**src/rtl/inference_monitor_pkg.sv**
```systemverilog
// +--------------------------------------------------------------------+
// | inference_monitor_pkg : shared types for the inference monitor     |
// | Rev 1.0                                                            |
// +--------------------------------------------------------------------+
`default_nettype none

package inference_monitor_pkg;

   localparam int unsigned DATA_W = 32;
   localparam int unsigned CNT_W  = 64;

   typedef enum logic [1:0] {
      MON_IDLE = 2'd0,
      MON_RUN  = 2'd1,
      MON_DONE = 2'd2
   } mon_state_e;

   typedef struct packed {
      logic [DATA_W-1:0] img_idx;
      logic [DATA_W-1:0] corr_cnt;
      logic [CNT_W-1:0]  latency;
   } log_t;

   localparam int unsigned LOG_W = $bits(log_t);

endpackage

`default_nettype wire

```
**src/rtl/inference_monitor_log_fifo.sv**
```systemverilog
// +--------------------------------------------------------------------+
// | monitor_log_fifo : synchronous FIFO holding per-image log entries  |
// | Rev 1.0                                                            |
// +--------------------------------------------------------------------+
`default_nettype none

module monitor_log_fifo
   import inference_monitor_pkg::*;
#(
   parameter int unsigned DEPTH = 8,
   parameter int unsigned WIDTH = LOG_W
) (
   input  logic             clk,
   input  logic             rst,
   input  logic             push,
   input  logic [WIDTH-1:0] wdata,
   input  logic             pop,
   output logic [WIDTH-1:0] rdata,
   output logic             full,
   output logic             empty
);

   localparam int unsigned AW = $clog2(DEPTH);

   logic [WIDTH-1:0] mem [DEPTH];
   logic [AW:0]      wr_ptr;
   logic [AW:0]      rd_ptr;
   logic             do_pop;
   logic             do_push;

   assign empty   = (wr_ptr == rd_ptr);
   assign full    = (wr_ptr[AW] != rd_ptr[AW]) && (wr_ptr[AW-1:0] == rd_ptr[AW-1:0]);
   assign do_pop  = pop & ~empty;
   // A pop in the same cycle frees the slot, so a push into a full FIFO still lands.
   assign do_push = push & (~full | do_pop);
   assign rdata   = empty ? '0 : mem[rd_ptr[AW-1:0]];

   always_ff @(posedge clk) begin
      if (rst) begin
         wr_ptr <= '0;
         rd_ptr <= '0;
      end else begin
         if (do_push) wr_ptr <= wr_ptr + 1'b1;
         if (do_pop)  rd_ptr <= rd_ptr + 1'b1;
      end
   end

   always_ff @(posedge clk) begin
      if (do_push) mem[wr_ptr[AW-1:0]] <= wdata;
   end

endmodule

`default_nettype wire

```
**src/rtl/inference_monitor.sv**
```systemverilog
// +--------------------------------------------------------------------+
// | inference_monitor : snoops GPR writes, tracks per-image latency    |
// | Rev 1.0                                                            |
// +--------------------------------------------------------------------+
`default_nettype none

module inference_monitor
   import inference_monitor_pkg::*;
#(
   parameter int unsigned D_WIDTH     = DATA_W,
   parameter int unsigned CNT_WIDTH   = CNT_W,
   parameter int unsigned NUM_OF_TEST = 100,
   parameter int unsigned IMG_REG     = 26,
   parameter int unsigned CORR_REG    = 27,
   parameter int unsigned EXIT_REG    = 25,
   parameter int unsigned EXIT_MAGIC  = 99999,
   parameter int unsigned LOG_DEPTH   = 8
) (
   input  logic                 clk_i,
   input  logic                 rst_i,
   input  logic                 start_i,
   input  logic                 clear_i,
   input  logic                 rf_we_i,
   input  logic [4:0]           rf_waddr_i,
   input  logic [D_WIDTH-1:0]   rf_wdata_i,
   input  logic                 retire_i,
   output logic                 busy_o,
   output logic                 done_o,
   output logic [D_WIDTH-1:0]   img_idx_o,
   output logic [D_WIDTH-1:0]   corr_cnt_o,
   output logic [CNT_WIDTH-1:0] cycle_o,
   output logic [CNT_WIDTH-1:0] instret_o,
   output logic [CNT_WIDTH-1:0] lat_min_o,
   output logic [CNT_WIDTH-1:0] lat_max_o,
   output logic                 log_valid_o,
   input  logic                 log_ready_i,
   output log_t                 log_data_o,
   output logic                 overflow_o,
   output logic                 range_err_o
);

   mon_state_e           state;
   mon_state_e           state_nxt;
   logic                 run;
   logic [D_WIDTH-1:0]   img_idx;
   logic [D_WIDTH-1:0]   corr_cnt;
   logic [CNT_WIDTH-1:0] cycle_cnt;
   logic [CNT_WIDTH-1:0] instret_cnt;
   logic [CNT_WIDTH-1:0] lat_cnt;
   logic [CNT_WIDTH-1:0] lat_inc;
   logic [CNT_WIDTH-1:0] lat_min;
   logic [CNT_WIDTH-1:0] lat_max;
   logic                 overflow;
   logic                 range_err;
   logic                 snoop;
   logic                 img_wr;
   logic                 corr_wr;
   logic                 exit_hit;
   logic                 boundary;
   logic                 push;
   logic                 pop;
   logic                 fifo_full;
   logic                 fifo_empty;
   logic [LOG_W-1:0]     fifo_rdata;
   log_t                 entry;

   always_ff @(posedge clk_i) begin
      if (rst_i) state <= MON_IDLE;
      else       state <= state_nxt;
   end

   always_comb begin
      state_nxt = state;
      run       = 1'b0;
      done_o    = 1'b0;
      case (state)
         MON_IDLE: if (start_i) state_nxt = MON_RUN;
         MON_RUN: begin
            run = 1'b1;
            if (exit_hit) state_nxt = MON_DONE;
         end
         MON_DONE: done_o = 1'b1;
         default:  state_nxt = MON_IDLE;
      endcase
      if (clear_i) state_nxt = MON_IDLE;
   end

   assign snoop    = run & rf_we_i & (rf_waddr_i != 5'd0);
   assign img_wr   = snoop & (rf_waddr_i == 5'(IMG_REG));
   assign corr_wr  = snoop & (rf_waddr_i == 5'(CORR_REG));
   assign exit_hit = snoop & (rf_waddr_i == 5'(EXIT_REG)) & (rf_wdata_i == D_WIDTH'(EXIT_MAGIC));
   assign boundary = img_wr & (rf_wdata_i != img_idx);
   assign push     = boundary | exit_hit;
   assign lat_inc  = lat_cnt + CNT_WIDTH'(1);
   assign pop      = log_ready_i & ~fifo_empty;
   assign entry    = '{img_idx: img_idx, corr_cnt: corr_cnt, latency: lat_inc};

   always_ff @(posedge clk_i) begin
      if (rst_i || clear_i) begin
         img_idx     <= '0;
         corr_cnt    <= '0;
         cycle_cnt   <= '0;
         instret_cnt <= '0;
         lat_cnt     <= '0;
         lat_min     <= '1;
         lat_max     <= '0;
         overflow    <= 1'b0;
         range_err   <= 1'b0;
      end else if (run) begin
         cycle_cnt <= cycle_cnt + CNT_WIDTH'(1);
         if (retire_i) instret_cnt <= instret_cnt + CNT_WIDTH'(1);
         lat_cnt <= boundary ? '0 : lat_inc;
         if (img_wr)  img_idx  <= rf_wdata_i;
         if (corr_wr) corr_cnt <= rf_wdata_i;
         // Min/max track every completed image even when its log entry is dropped.
         if (push) begin
            if (lat_inc < lat_min) lat_min <= lat_inc;
            if (lat_inc > lat_max) lat_max <= lat_inc;
         end
         if (push && fifo_full && !log_ready_i) overflow <= 1'b1;
         if (img_wr && (rf_wdata_i >= D_WIDTH'(NUM_OF_TEST))) range_err <= 1'b1;
      end
   end

   monitor_log_fifo #(
      .DEPTH (LOG_DEPTH),
      .WIDTH (LOG_W)
   ) u_log_fifo (
      .clk   (clk_i),
      .rst   (rst_i | clear_i),
      .push  (push),
      .wdata (entry),
      .pop   (pop),
      .rdata (fifo_rdata),
      .full  (fifo_full),
      .empty (fifo_empty)
   );

   assign busy_o      = run;
   assign img_idx_o   = img_idx;
   assign corr_cnt_o  = corr_cnt;
   assign cycle_o     = cycle_cnt;
   assign instret_o   = instret_cnt;
   assign lat_min_o   = lat_min;
   assign lat_max_o   = lat_max;
   assign log_valid_o = ~fifo_empty;
   assign log_data_o  = log_t'(fifo_rdata);
   assign overflow_o  = overflow;
   assign range_err_o = range_err;

endmodule

`default_nettype wire

```
**config.mk**
```make
export PLATFORM = sky130hd
export DESIGN_NAME = inference_monitor
export DESIGN_NICKNAME = d
export VERILOG_FILES = /design/src/rtl/inference_monitor_pkg.sv /design/src/rtl/inference_monitor_log_fifo.sv /design/src/rtl/inference_monitor.sv
export SDC_FILE = /design/constraint.sdc
export NUM_CORES = 2
export LEC_CHECK = 0
export CORE_AREA = 2 2 340 342
export DETAILED_ROUTE_END_ITERATION = 10
export DIE_AREA = 0 0 342 344
export PLACE_DENSITY = 0.76
export SLEW_MARGIN = 5
export SYNTH_ARGS = -nofsm -noshare
export SYNTH_HDL_FRONTEND = slang
export SYNTH_SLANG_ARGS = --single-unit
```
**constraint.sdc**
```tcl
create_clock -name clk_i -period 16.7 [get_ports clk_i]
set_input_delay 1.67 -clock clk_i [delete_from_list [all_inputs] [get_ports clk_i]]
set_output_delay 1.67 -clock clk_i [all_outputs]
set_load 0.05 [all_outputs]
```
==> metrics.md <==
| Metric | Value |
|---|---|
| Post-synthesis cell count | 4214 |
| WL/cell | 24.7 µm |
| Synth async-reset ratio | 0% |
| Worst setup EP type | output pin |
| Leak | 0.0243 µW |
| Area of the multi-input gates | 19700 µm² |
| Reg2Reg Capture Point | lat_max_o[32] |
| First-pass DRT Iterations | 5 |
| Via count | 37600 |
| Via density | 5.90 |
| FMAX | 143 MHz |
| Final hold violations | 0 |
| Drt drc | 0 |
| Crit path to | log_data_o[35] |
| Top sig layer | met5 |
| WL met3 | 15.6 mm |
| Most common cell after layout, fill and taps aside | edfxtp_1 |
| Final min period | 7.01 ns |
| TritonCTS clock tree | yes |
| Fillers | 8364 |
| Synth Register Bits | 1423 |
| Worst-Skew Late Latency | 0.77 ns |
| Row count | 124 |
| Clk pin slew, worst setup/hold paths | 0.06 ns |
| Vias in the first global route | 37300 |
| Routed WL | 157 mm |
| Non-Filler Instances | 6378 |
| Slew margin rel. | 20.1% |
| CTS Root Cell | clkbuf_16 |
| WP data required | 15.03 ns |
| # hold bufs at CTS | 0 |
| Count of flip-flops with a built-in enable after synthesis | 1024 |
| Synth Warn # | 0 |
| Clock sink total | 1423 |
| Top FF cell, synth | edfxtp_1 |
| Pin count of the biggest net entering global routing | 129 |
| Reg2reg setup slack | 10.33 ns |
| Register area | 38700 µm² |
| Placed Instance Area | 66700 µm² |
| Max-cap viol count | 0 |
| DP Cell Count | 6107 |
| Clk_skew | 0.0275 ns |
| Hold WC Path Type | register to register |
| Final net count | 4918 |
| Clk buf depth | 3 |
| Layout cells sized above 1 | 13.2% |
| Global-route wire length before repair | 234 mm |
| Seq/Total Area, Yosys | 64.6% |
| CTS Buf Count | 145 |
| Critical Path Start Type | register |
| Pwr dens | 98.7 nW/µm² |
| Pre-CTS setup slack | 9.40 ns |
| Initial Util | 52.6% |
| I/O pin count | 497 |
| Max FO, Critical Path | 73 |
| Total track usage | 26.5% |
| Final Setup Violations | 0 |
| Area Overhead vs Synth | 19.2% |
| Run status | finished clean |
| PortBufs | 496 |
| Final worst setup slack | 9.69 ns |
| H-tree levels | 4 |
| Arrival @ worst endpoint | 5.34 ns |
| WL met1 | 59.8 mm |
| Setup Buffers After CTS | 0 |
| Fin area | 71500 µm² |
| Setup TNS Final | 0 ns |
| Worst reg2reg path startpoint | lat_cnt[0] |
| DP HPWL | 99.0 mm |
| Die area | 118000 µm² |
| Fin crit share | 42.0% |
| Initial DRC Count | 3256 |
| Syn Nets | 4390 |
| # resized after CTS | 0 |
| Actual slew at the worst max-slew pin | 1.20 ns |
| Core area | 114000 µm² |
| CP Class | register to output pin |
| Distinct cells, synth | 72 |
| Final RePlAce weighted congestion | 0.927 |
| Worst IR Drop VDD | 0.0893 mV |
| Most frequent cells in the layout | edfxtp_1 (1024), clkdlybuf4s50_1 (496), dfxtp_1 (396) |
| Post-route ant nets | 0 |
| Total grt overflow | 0 |
| Die Span Y | 344 µm |
| Met2 wire length | 77.2 mm |
| Syn_area_per_cell | 14.2 µm² |
| Syn Std Cell Area | 59900 µm² |
| Final slew viol count | 0 |
| Reg2reg path depth | 15 |
| Antenna violations before repair | 1 |
| Unrepaired setup endpoints after global routing | false |
| Die Width | 342 µm |
==> logic make-up after synthesis <==
family | Yosys count | share of synthesized area, %
compound gates | 458 | 4.20
xor+xnor | 191 | 2.80
fa+ha+maj | 132 | 2.76
buf+inv | 379 | 2.78
flops | 1423 | 64.6
mux | 482 | 13.4
simple gates | 1149 | 9.46
==> critical path: stages, from the launching register on <==
cell and delay, ns:
dfxtp_4 0.80, buf_4 0.94, buf_4 0.96, mux4_2 0.40
mux2i_1 0.08, nor2_1 0.31, clkdlybuf4s50_1 0.87
==> how the worst min path moves through the flow <==
stage	from	to	cells after the start
2_1_floorplan	state[1]	state[0]	1
3_3_place_gp	state[1]	state[0]	1
3_5_place_dp	state[1]	state[0]	1
4_1_cts	overflow_o	overflow_o	2
5_1_grt	overflow_o	overflow_o	2
6_report	overflow_o	overflow_o	2
==> stage by stage <==
| step | utilization, % | total power [µW] | hold slack [ns] |
|---|---|---|---|
| after floorplan | - | 3840 | 0.415 |
| after global placement | 58.6 | 3870 | 0.427 |
| after detailed placement | 58.6 | 3870 | 0.431 |
| after CTS | 62.8 | 7100 | 0.451 |
| after global routing | 62.8 | 7240 | 0.465 |
| final | 62.8 | 7050 | 0.444 |
==> report_power, final <==
group	switching, µW	internal, µW	total [µW]	leakage (µW)
Clock	1370	1890	3260	0.00233
Sequential	1.01	3740	3740	0.0129
Combinational	40.7	17.5	58.2	0.00898
Total	1410	5640	7050	0.0243
==> registers in the layout (all words and copies together), names as in the netlist, 2 cells and up, named ones only <==
signal and count:
corr_cnt_o 32, cycle_o 64, img_idx_o 32, instret_o 64, lat_cnt 64, lat_max_o 64, lat_min_o 64, state 2
u_log_fifo.mem 1024, u_log_fifo.rd_ptr 4, u_log_fifo.wr_ptr 4
==> Yosys cell counts (24+ instances only) <==
cell | n | area share [%]
edfxtp_1 | 1024 | 51
dfxtp_1 | 399 | 13
nand2_1 | 335 | 2.1
nor2_1 | 335 | 2.1
mux4_2 | 256 | 9.6
a21oi_1 | 228 | 1.9
mux2i_1 | 226 | 3.8
inv_1 | 159 | 1.0
clkbuf_1 | 138 | 0.86
ha_1 | 132 | 2.8
nor3_1 | 102 | 0.85
xor2_1 | 102 | 1.5
o21ai_0 | 93 | 0.78
xnor2_1 | 88 | 1.3
nand3_1 | 81 | 0.68
nand4_1 | 77 | 0.80
o21ai_1 | 60 | 0.50
or3_1 | 53 | 0.55
buf_1 | 40 | 0.25
and4_1 | 28 | 0.41
nor4_1 | 24 | 0.25
==> area by class of cell <==
cell class              instances  area share, %
diodes                          2        0.00700
clock buffers                 191           5.56
clock inverters                78           1.11
inverters                     159          0.835
multi-input cells            2412           27.5
flip-flops and latches       1423           54.2
well taps                    1512           2.65
repair buffers                601           8.10
==> metal layers <==
metal  GRT usage, %  vias to the layer above
li1               -                    16900
met2           44.3                     1603
met4           8.49                        2
met1           33.6                    18900
met3           7.12                      241
met5              0                        -
(Power assumes the default switching activity.)
